$ cat src/rtl/maxpool2d.sv
// Streaming 2x2 stride-2 max pool; even-row horizontal maxima parked in a half-width line buffer.
// Latency 1 cycle after the odd-row/odd-col beat; accepts a pixel every cycle, so no backpressure.
module maxpool2d #(
  parameter int N          = 16,
  parameter int CHANNEL    = 3,
  parameter int INPUT_SIZE = 6
) (
  input  logic                 clk,
  input  logic                 rst_n,
  input  logic                 input_vld,
  input  logic [CHANNEL*N-1:0] input_din,
  output logic [CHANNEL*N-1:0] pool_dout,
  output logic                 pool_dout_vld,
  output logic                 pool_dout_end
);

  localparam int OUTPUT_SIZE = INPUT_SIZE / 2;
  localparam int CW = (INPUT_SIZE > 2) ? $clog2(INPUT_SIZE) : 1;
  localparam int AW = (OUTPUT_SIZE > 1) ? $clog2(OUTPUT_SIZE) : 1;
  localparam logic [CW-1:0] LAST = CW'(INPUT_SIZE - 1);

  logic [CW-1:0]        col, row;
  logic [CHANNEL*N-1:0] h, hm, pm, lb_rd;
  logic [CHANNEL*N-1:0] lb [OUTPUT_SIZE];
  logic [AW-1:0]        lb_addr;
  logic                 col_last, row_last;

  assign col_last = (col == LAST);
  assign row_last = (row == LAST);
  assign lb_addr  = AW'(col >> 1);
  assign lb_rd    = lb[lb_addr];

  // Per-channel signed maxima: hm is the horizontal pair, pm folds in the stored even row.
  always_comb begin
    hm = h;
    pm = lb_rd;
    for (int c = 0; c < CHANNEL; c++) begin
      if ($signed(input_din[c*N +: N]) > $signed(h[c*N +: N]))
        hm[c*N +: N] = input_din[c*N +: N];
      if ($signed(hm[c*N +: N]) > $signed(lb_rd[c*N +: N]))
        pm[c*N +: N] = hm[c*N +: N];
    end
  end

  always_ff @(posedge clk) begin
    if (rst_n) begin
      col           <= '0;
      row           <= '0;
      h             <= '0;
      pool_dout     <= '0;
      pool_dout_vld <= 1'b0;
      pool_dout_end <= 1'b0;
    end else begin
      pool_dout_vld <= input_vld && row[0] && col[0];
      pool_dout_end <= input_vld && row_last && col_last;
      if (input_vld) begin
        if (!col[0])
          h <= input_din;
        if (row[0] && col[0])
          pool_dout <= pm;
        if (col_last) begin
          col <= '0;
          row <= row_last ? '0 : row + CW'(1);
        end else begin
          col <= col + CW'(1);
        end
      end
    end
  end

  // Every entry is rewritten in each even row before the odd row reads it, so no reset needed.
  always_ff @(posedge clk) begin
    if (input_vld && !row[0] && col[0])
      lb[lb_addr] <= hm;
  end

endmodule

$ cat config.mk
export PLATFORM = sky130hd
export DESIGN_NAME = maxpool2d
export DESIGN_NICKNAME = d
export VERILOG_FILES = /design/src/rtl/maxpool2d.sv
export SDC_FILE = /design/constraint.sdc
export NUM_CORES = 1
export LEC_CHECK = 0
export BUFFER_PORTS_ARGS = -buffer_cell sky130_fd_sc_hd__buf_4
export CAP_MARGIN = 30
export CORE_AREA = 2 2 159 161
export CTS_CLUSTER_DIAMETER = 30
export DETAILED_ROUTE_END_ITERATION = 10
export DIE_AREA = 0 0 161 163
export GPL_TIMING_DRIVEN = 0
export PLACE_DENSITY = 0.69
export SLEW_MARGIN = 10
export SYNTH_ARGS = -nofsm -noshare
export SYNTH_HDL_FRONTEND = slang
export SYNTH_SLANG_ARGS = --single-unit
export TNS_END_PERCENT = 20
$ cat constraint.sdc
create_clock -name clk -period 17.98 [get_ports clk]
set_clock_uncertainty 0.05 [all_clocks]
set_input_delay 0.899 -clock clk [delete_from_list [all_inputs] [get_ports clk]]
set_output_delay 0.899 -clock clk [all_outputs]
set_load 0.05 [all_outputs]
==> results of run 1 <==
==> worst register-to-register path, delay by kind of cell (launching register included) <==
family | cells | cell delay (ps)
AND/OR/NAND/NOR | 4 | 820
flip-flops | 1 | 340
adder cells (fa/ha/maj) | 2 | 680
AO/OA/AOI/OAI | 7 | 1940
buffers and inverters | 5 | 870
multiplexers | 1 | 450
==> final timing paths <==
| kind | endpoint | cells past startpoint |
|---|---|---|
| worst max-delay path | pool_dout[30] | 19 |
| worst min-delay path | h[25] | 2 |
| worst max register to register | pool_dout[30] | 19 |
| worst min register to register | h[25] | 2 |
==> per-layer routing <==
| metal | part of all wire | up-vias | global-route usage | wire length (um) |
|---|---|---|---|---|
| met3 | 0.057 | 43 | 0.04151 | 1707 |
| met5 | 0 | - | 0 | 0 |
| met4 | 0.016 | 0 | 0.06859 | 480 |
| met1 | 0.45 | 4387 | 0.3155 | 13460 |
| met2 | 0.48 | 242 | 0.3904 | 14420 |
| li1 | - | 4444 | - | - |
==> kinds of logic (layout without fill, tap and decap cells) <==
family	after synthesis	count (layout)	synth area share
simple gates	289	289	0.1038
flops	250	250	0.5326
compound gates	243	243	0.1300
buf+inv	155	368	0.05251
mux	98	98	0.08115
fa+ha+maj	96	96	0.09923
xor+xnor	1	1	0.0007237
==> layout make-up <==
class,count,area [sq um],share of cell area
Timing Repair Buffer,119,925.9,0.06063
Clock buffer,59,1369,0.08964
Buffer,51,245.2,0.01606
Sequential cell,250,6446,0.4221
Clock inverter,35,439.2,0.02876
Tap cell,330,412.9,0.02704
Multi-Input combinational cell,727,5042,0.3302
Inverter,104,390.4,0.02556
==> through the flow <==
step             util  hold slack, ps
6_report       0.6189           414.1
5_1_grt        0.6189           437.0
4_1_cts        0.6187           416.5
3_5_place_dp   0.5454           408.3
3_3_place_gp   0.5377           403.6
2_1_floorplan       -           387.1
==> power by group <==
part,internal (mW),switching (mW)
Sequential,0.628,0.00628
Clock,0.663,0.308
Combinational,0.0733,0.120
==> flip-flops by register name, indices dropped and copies added, names as in the netlist, named ones only <==
register,count
row,3
col,3
lb,144
h,48
pool_dout_vld,1
pool_dout,48
pool_dout_end,1
==> cell usage in the layout, fill, tap and decap left out, types with 4 or more instances in the layout <==
cell type / instances
o21ai_0: 16
o211ai_1: 5
bufinv_16: 8
mux2i_1: 97
o31a_2: 4
buf_2: 10
nor2_1: 58
clkinvlp_4: 5
edfxtp_1: 144
inv_1: 104
nand2b_1: 4
o21a_1: 4
buf_4: 115
clkbuf_16: 53
nor2b_1: 11
a21o_1: 4
nor3_1: 4
o31a_1: 11
nand3_1: 5
dfxtp_1: 106
clkinv_4: 6
buf_6: 4
o221ai_1: 33
nand4_1: 20
clkinv_2: 7
nand2_1: 166
a21oi_1: 131
clkbuf_1: 35
buf_1: 7
o21ai_2: 11
ha_1: 96
inv_6: 5
==> metrics.csv, run 1 <==
metric,value,unit
grt_usage,0.2344,
critPathKind,in -> reg,
hold_path.class,reg -> reg,
gp_congestion,0.8408,
netlist_instances,1132,
core_area,0.02467,sq mm
critPathMaxStageDelay,720,ps
fin_area,0.01527,sq mm
ir_worst_vdd,69.25,uV
post-cts-setup-buffers,0,
first_iter_violations,643,
antenna_found_initial,0,
synthTopCellsByCount,"166 x nand2_1, 144 x edfxtp_1, 131 x a21oi_1",
pwr_density_cell,117.8,mW/mm^2
synth_area_per_cell,10.69,sq um
synth.most_common_cell,nand2_1,
grt_start_max_net_pins,21,
synth_top_area_frac,0.3572,
finalWorstPathRequiredPeriod,5374,ps
r2r-start,h[19],
viasPerCell,5.442,
relSlewSlack,0.4270,
required,18340,ps
dp_cells,1580,
hold_viol,0,
synthFlopType,edfxtp_1,
clock_path_buffers,3,
tightest_slew,859.5,ps
cp_slowest_cell,a221oi_2,
pin_count,101,
rsz0062_at_grt,no,
yosys_warnings,0,
dp_slack,12080,ps
dp_hpwl,22.09,mm
ys_async_sr_fraction,0,
finalNonFillerCells,1675,
synthesis.nets,1279,
cts_tree,built,
arrival,5730,ps
fp.dieH,163,um
overflow,0,
synth_seq_cells,250,
wl_per_cell,17.95,um
yosysSeqAreaShare,0.5326,
crit_buf_inv,5,
clkLatencyLatePin,540,ps
die_area,0.02624,sq mm
routed_wl,30.07,mm
max_freq,186.1,MHz
synth.distinct_cells,56,
diodes,0,
core.rowCount,58,
cp-end-kind,register,
drt_drc_violations_left,0,
portBuffers,100,
synth-edff-count,144,
start_kind,primary input,
synth_area,0.01210,sq mm
path_max_fanout,10,
ant_nets,0,
period_share,0.2989,
finalSetupTns,0,ps
outcome,"finished, final reports clean",
htree_levels,2,
netlist_top_cells_area,"edfxtp_1 36%, dfxtp_1 18%, ha_1 9.9%",
dpl_cell_area,0.01346,sq mm
crit_top_cell,buf_6,
total_power,1.799,mW
grt_pass1_wl,48.31,mm
drt_pass1_iterations,5,
setup_ws,12610,ps
maxCapViolations,0,
drive_above_1_share,0.1829,
grt_pass1_vias,9018,
path_cells,"buf_4, ha_1, nand2_1, o21ai_0, a31oi_1, a221oi_2, buf_6, mux2i_1, inv_1, ha_1, and4_4, a221oi_2, o311ai_1, or3_1, and3_1, buf_6, o21ai_4, buf_6, o21ai_2",
cts_buffers,50,
cts_root_buf,clkbuf_16,
cp-startpoint,input_din[19],
die_w,161,um
r2r_slack,12710,ps
critPathTopFamily,compound AO/OA/AOI/OAI gates,
clkSinkCount,250,
final-max-slew-violation-count,0,
synth_top_area_cell,edfxtp_1,
vias,9116,
post_cts_resized,0,
fin_nets,1450,
path_clk_slew,50,ps
p_leak,6.218,nW
syn_to_final_growth,26.16,%
ctsHoldBuffers,0,
nFillCells,2002,
min-delay-start,h[25],
start_util,0.4906,
setup_viol,0,
No activity file was read; power rests on OpenSTA's default activity.
==> run 2, diff against run 1 <==
==> constraint.sdc (replaced) <==
create_clock -name clk -period 5 [get_ports clk]
set_clock_uncertainty 0.05 [all_clocks]
set_input_delay 0.25 -clock clk [delete_from_list [all_inputs] [get_ports clk]]
set_output_delay 0.25 -clock clk [all_outputs]
set_load 0.05 [all_outputs]
==> metrics.csv, run 2 (synthesis results as in run 1) <==
metric,value,unit
setup_viol,0,
diodes,0,
path_clk_slew,50,ps
critPathMaxStageDelay,550,ps
r2r-start,h[11],
nFillCells,1978,
core_area,0.02467,sq mm
largest_reg_flops,144,
pwr_density_cell,410.0,mW/mm^2
routed_wl,31.68,mm
start_kind,primary input,
path_cells,"dlygate4sd3_1, buf_4, ha_1, nand4_1, or4_1, nor2_1, a21oi_1, o21ai_4, buf_4, mux2i_1, inv_1, ha_1, nand4_1, nor4_4, a21bo_2, nand3_1, nand2_1, nand2_2, clkbuf_4, o221ai_1",
critPathKind,in -> reg,
drt_pass1_iterations,7,
relSlewSlack,0.3143,
crit_buf_inv,5,
wl_per_cell,18.44,um
power_switching,1.580,mW
vias,9411,
outcome,"finished, final reports clean",
final-max-slew-violation-count,0,
die_w,161,um
hold_path.class,in -> reg,
grt_usage,0.2436,
min-delay-start,input_vld,
fp.dieH,163,um
viasPerCell,5.478,
seqPwrFrac,0.353,
cp_slowest_cell,or4_1,
final_common_cell,nand2_1,
cts_buffers,50,
grt_pass1_vias,9507,
arrival,5190,ps
fin_nets,1493,
p_leak,6.382,nW
htree_levels,2,
final_cell_mix,"165 x nand2_1, 144 x edfxtp_1, 131 x a21oi_1",
clkPwrFrac,0.531,
power.internal,4.880,mW
cp-end-kind,register,
gp_congestion,0.8343,
required,5330,ps
first_iter_violations,657,
rsz0062_at_grt,yes,
hold_viol,0,
max_freq,205.8,MHz
cts_tree,built,
total_power,6.460,mW
drt_drc_violations_left,0,
top_regs,"lb (144), h (48), pool_dout (48)",
cts_root_buf,clkbuf_16,
finalWorstPathRequiredPeriod,4859,ps
switching_share,0.2446,
clkSinkCount,250,
syn_to_final_growth,30.15,%
core.rowCount,58,
clock_path_buffers,3,
critPathTopFamily,simple AND/OR/NAND/NOR gates,
overflow,0,
clkLatencyLatePin,540,ps
post-route-util,0.6385,
maxCapViolations,0,
grt_start_max_net_pins,26,
pin_count,101,
start_util,0.4906,
antenna_found_initial,0,
ir_worst_vdd,289.6,uV
dp_hpwl,22.35,mm
die_area,0.02624,sq mm
cp-startpoint,input_din[11],
period_share,0.9718,
tightest_slew,1023,ps
portBuffers,100,
ant_nets,0,
grt_pass1_wl,50.11,mm
largest-register,lb,
drive_above_1_share,0.1780,
path_max_fanout,10,
p_comb_frac,0.116,
## run 2: cell count changes in the layout (fill, tap and decap cells not counted), sizes merged
cell,delta
clkinvlp,+1
clkbuf,-1
buf,-4
inv,-1
bufinv,-1
dlygate4sd3,+49
## run 2: worst reg2reg max path, delay by kind of cell, from the launching register on
family	cells	cell delay (ps)
AND/OR/NAND/NOR	8	1840
AO/OA/AOI/OAI	4	700
multiplexers	1	340
adder cells (fa/ha/maj)	2	670
flip-flops	1	340
buffers and inverters	4	760
## run 2: power groups by stage
stage | combinational, mW | clock (mW) | sequential [mW]
after floorplan | 0.471 | 0 | 2.32
after global placement | 0.669 | 0 | 2.32
after detailed placement | 0.689 | 0 | 2.32
after CTS | 0.734 | 3.47 | 2.28
after global routing | 0.832 | 3.58 | 2.28
final | 0.746 | 3.43 | 2.28
## run 2: timing repair
item / in CTS / in global routing
setup endpoints to repair: 26 / 31
buffers inserted: 1 / 0
hold buffers: 49 / 0
gates resized for setup: 4 / 16
hold endpoints to repair: 50 / 0
pin swaps: 1 / 0
## run 2: layout make-up
cell class              count  area (sq um)  area share
repair buffers            163          1375     0.08728
clock buffers              60          1374     0.08721
plain buffers              50         250.2     0.01588
well taps                 330         412.9     0.02621
multi-input cells         727          5109      0.3243
flip-flops and latches    250          6446      0.4092
inverters                 104         390.4     0.02478
clock inverters            34         396.6     0.02518
## run 2: path summary, 6_finish.rpt
path,endpoint,slack (ps),cells after the start
max reg2reg,pool_dout[11],150,19
min,col[0],40,3
max,pool_dout[11],140,20
min reg2reg,h[5],420,2
## run 2: through the flow
step / std cells / hold slack (ps) / setup TNS (ps) / instance area, sq um / setup WS (ps)
after floorplan: 1132 / 323.7 / -36010 / 12110 / -750.2
after global placement: 1562 / 406.1 / -250650 / 13270 / -4346
after detailed placement: 1575 / 409.3 / -2522 / 13420 / -315.7
after CTS: 1719 / 12.55 / 0 / 15720 / 20.24
after global routing: 1718 / 61.03 / -780.6 / 15750 / -115.3
final: 1718 / 35.97 / 0 / 15750 / 140.8
## run 2: layer usage
layer / global-route usage / wire [um]
met2: 0.4144 / 15390
met1: 0.3227 / 14040
met3: 0.03845 / 1546
met4: 0.07305 / 704
met5: 0 / 0
==> run 3, diff against run 2 <==
--- a/config.mk
+++ b/config.mk
@@ -7,12 +7,12 @@
 export LEC_CHECK = 0
 export BUFFER_PORTS_ARGS = -buffer_cell sky130_fd_sc_hd__buf_4
 export CAP_MARGIN = 30
-export CORE_AREA = 2 2 159 161
+export CORE_AREA = 2 2 152 154
 export CTS_CLUSTER_DIAMETER = 30
 export DETAILED_ROUTE_END_ITERATION = 10
-export DIE_AREA = 0 0 161 163
+export DIE_AREA = 0 0 154 156
 export GPL_TIMING_DRIVEN = 0
-export PLACE_DENSITY = 0.69
+export PLACE_DENSITY = 0.74
 export SLEW_MARGIN = 10
 export SYNTH_ARGS = -nofsm -noshare
 export SYNTH_HDL_FRONTEND = slang
==> constraint.sdc (replaced) <==
create_clock -name clk -period 5 [get_ports clk]
set_clock_uncertainty 0.05 [all_clocks]
set_input_delay 1.25 -clock clk [delete_from_list [all_inputs] [get_ports clk]]
set_output_delay 1.25 -clock clk [all_outputs]
set_load 0.05 [all_outputs]
==> metrics.csv, run 3 (synthesis results as in run 1) <==
metric,value,unit
outcome,"complete, but fails checks",
violations,setup timing,
arrival,5420,ps
fin_nets,1458,
required,5370,ps
tightest_slew,924.4,ps
diodes,0,
cp-end-kind,register,
grt_util_met1,0.3231,
max_freq,197.8,MHz
r2r-start,h[30],
die_area,0.02402,sq mm
grtUsageMet3,0.05528,
wl_per_cell,19.54,um
clock_path_buffers,3,
cts_buffers,48,
routed_wl,31.97,mm
grt_pass1_wl,47.98,mm
grt_pass1_vias,9246,
core_area,0.02237,sq mm
cts_root_buf,clkbuf_16,
maxCapViolations,0,
top_regs,"lb (144), h (48), pool_dout (48)",
r2r_end,pool_dout[30],
vias,9487,
antenna_found_initial,0,
start_kind,primary input,
total_power,6.619,mW
hold_viol,0,
pwr_density_cell,422.0,mW/mm^2
portBuffers,100,
grt_start_max_net_pins,26,
htree_levels,2,
drt_pass1_iterations,5,
die_w,154,um
fp.dieH,156,um
pin_count,101,
drt_drc_violations_left,0,
grtUsageMet2,0.4296,
critPathKind,in -> reg,
finalWorstPathRequiredPeriod,5056,ps
cts_tree,built,
rr_worst_depth,20,
dp_hpwl,21.77,mm
core.rowCount,55,
overflow,0,
nFillCells,1527,
clkLatencyLatePin,540,ps
p_leak,6.306,nW
setup_ws,-56.36,ps
largest-register,lb,
first_iter_violations,812,
final-max-slew-violation-count,0,
start_util,0.5412,
worstHoldEndpoint,pool_dout[9],
final_common_cell,nand2_1,
r2r_slack,340,ps
gp_congestion,0.8721,
clkSinkCount,250,
path_clk_slew,50,ps
dp_cells,1530,
setup_viol,14,
final_cell_mix,"164 x nand2_1, 144 x edfxtp_1, 129 x a21oi_1",
syn_to_final_growth,29.58,%
drive_above_1_share,0.2206,
ir_worst_vdd,271.1,uV
ant_nets,0,
grt_usage,0.2559,
hold_path.class,reg -> reg,
path_max_fanout,7,
min-delay-start,pool_dout[9],
largest_reg_flops,144,
hold_depth,2,
relSlewSlack,0.3823,
period_share,1.011,
finalNonFillerCells,1636,
viasPerCell,5.799,
post-route-util,0.7013,
grt-busiest-layer,met2,
run 3: cell types whose count changed in the layout (fill, tap and decap cells not counted), moves of 4 or more:
cell and change:
clkinv_2 -5, mux2i_2 +12, clkinvlp_4 -4, mux2i_4 +7, inv_6 +5, buf_4 +12, mux2i_1 -19, clkinv_1 -4
dlygate4sd3_1 -49
run 3: how the worst max path moves through the flow:
stage	depth (start not counted)	end	start
6_report	20	pool_dout[30]	input_din[30]
5_1_grt	20	pool_dout[17]	input_din[30]
4_1_cts	19	pool_dout[24]	input_din[30]
3_5_place_dp	18	pool_dout[16]	input_din[19]
3_3_place_gp	3	lb[0][42]	input_vld
2_1_floorplan	2	lb[0][0]	input_vld
run 3: report_power, final:
| part | internal, mW | switching [mW] |
|---|---|---|
| logic | 0.312 | 0.481 |
| registers | 2.26 | 0.0264 |
| clock network | 2.41 | 1.14 |
| total | 4.97 | 1.65 |
run 3: through the flow:
| stage | setup slack (ps) | cell area, sq um | hold slack [ps] | setup TNS (ps) |
|---|---|---|---|---|
| 2_1_floorplan | -1597 | 12110 | 387.1 | -79540 |
| 5_1_grt | -121.9 | 15690 | 437.3 | -2981 |
| 3_5_place_dp | -1142 | 13370 | 410.7 | -39960 |
| 4_1_cts | 3.543 | 15350 | 417.9 | 0 |
| 3_3_place_gp | -5231 | 13220 | 405.3 | -403120 |
| 6_report | -56.36 | 15690 | 417.0 | -448.1 |
run 3: what timing repair did:
| action | CTS | global route |
|---|---|---|
| pin swaps | 1 | 8 |
| endpoints found under the setup margin | 48 | 48 |
| gates cloned | 1 | 1 |
| resized for setup | 35 | 42 |
| buffers inserted | 5 | 9 |
| hold endpoints to repair | 0 | 0 |
| hold buffers | 0 | 0 |
run 3: final cells by class:
class,count,area [sq um],area share
multi-input combinational,727,5346,0.3409
tap,285,356.6,0.02273
clock buffer,57,1297,0.08272
timing repair buffer,130,1061,0.06765
sequential,250,6446,0.4110
buffer,50,286.5,0.01827
inverter,104,390.4,0.02489
clock inverter,33,500.5,0.03191
run 3: routing by layer:
metal / share of wire / vias to the layer above
li1: - / 4467
met1: 0.41 / 4561
met2: 0.49 / 383
met3: 0.076 / 76
met4: 0.029 / 0
met5: 0 / -
run 3: worst max-delay path: stages:
cell       delay, ps
buf_4            140
ha_1             320
nand4_1          150
nor2_2           190
a31oi_2          130
a221oi_4         360
buf_6            220
mux2i_4          270
inv_2             80
ha_1             320
nor2b_1          160
o211ai_1         400
a2111oi_4        160
or3_1            430
and3_1           220
buf_6            150
o21ai_4          140
buf_12           140
clkbuf_16        150
o21ai_2           50
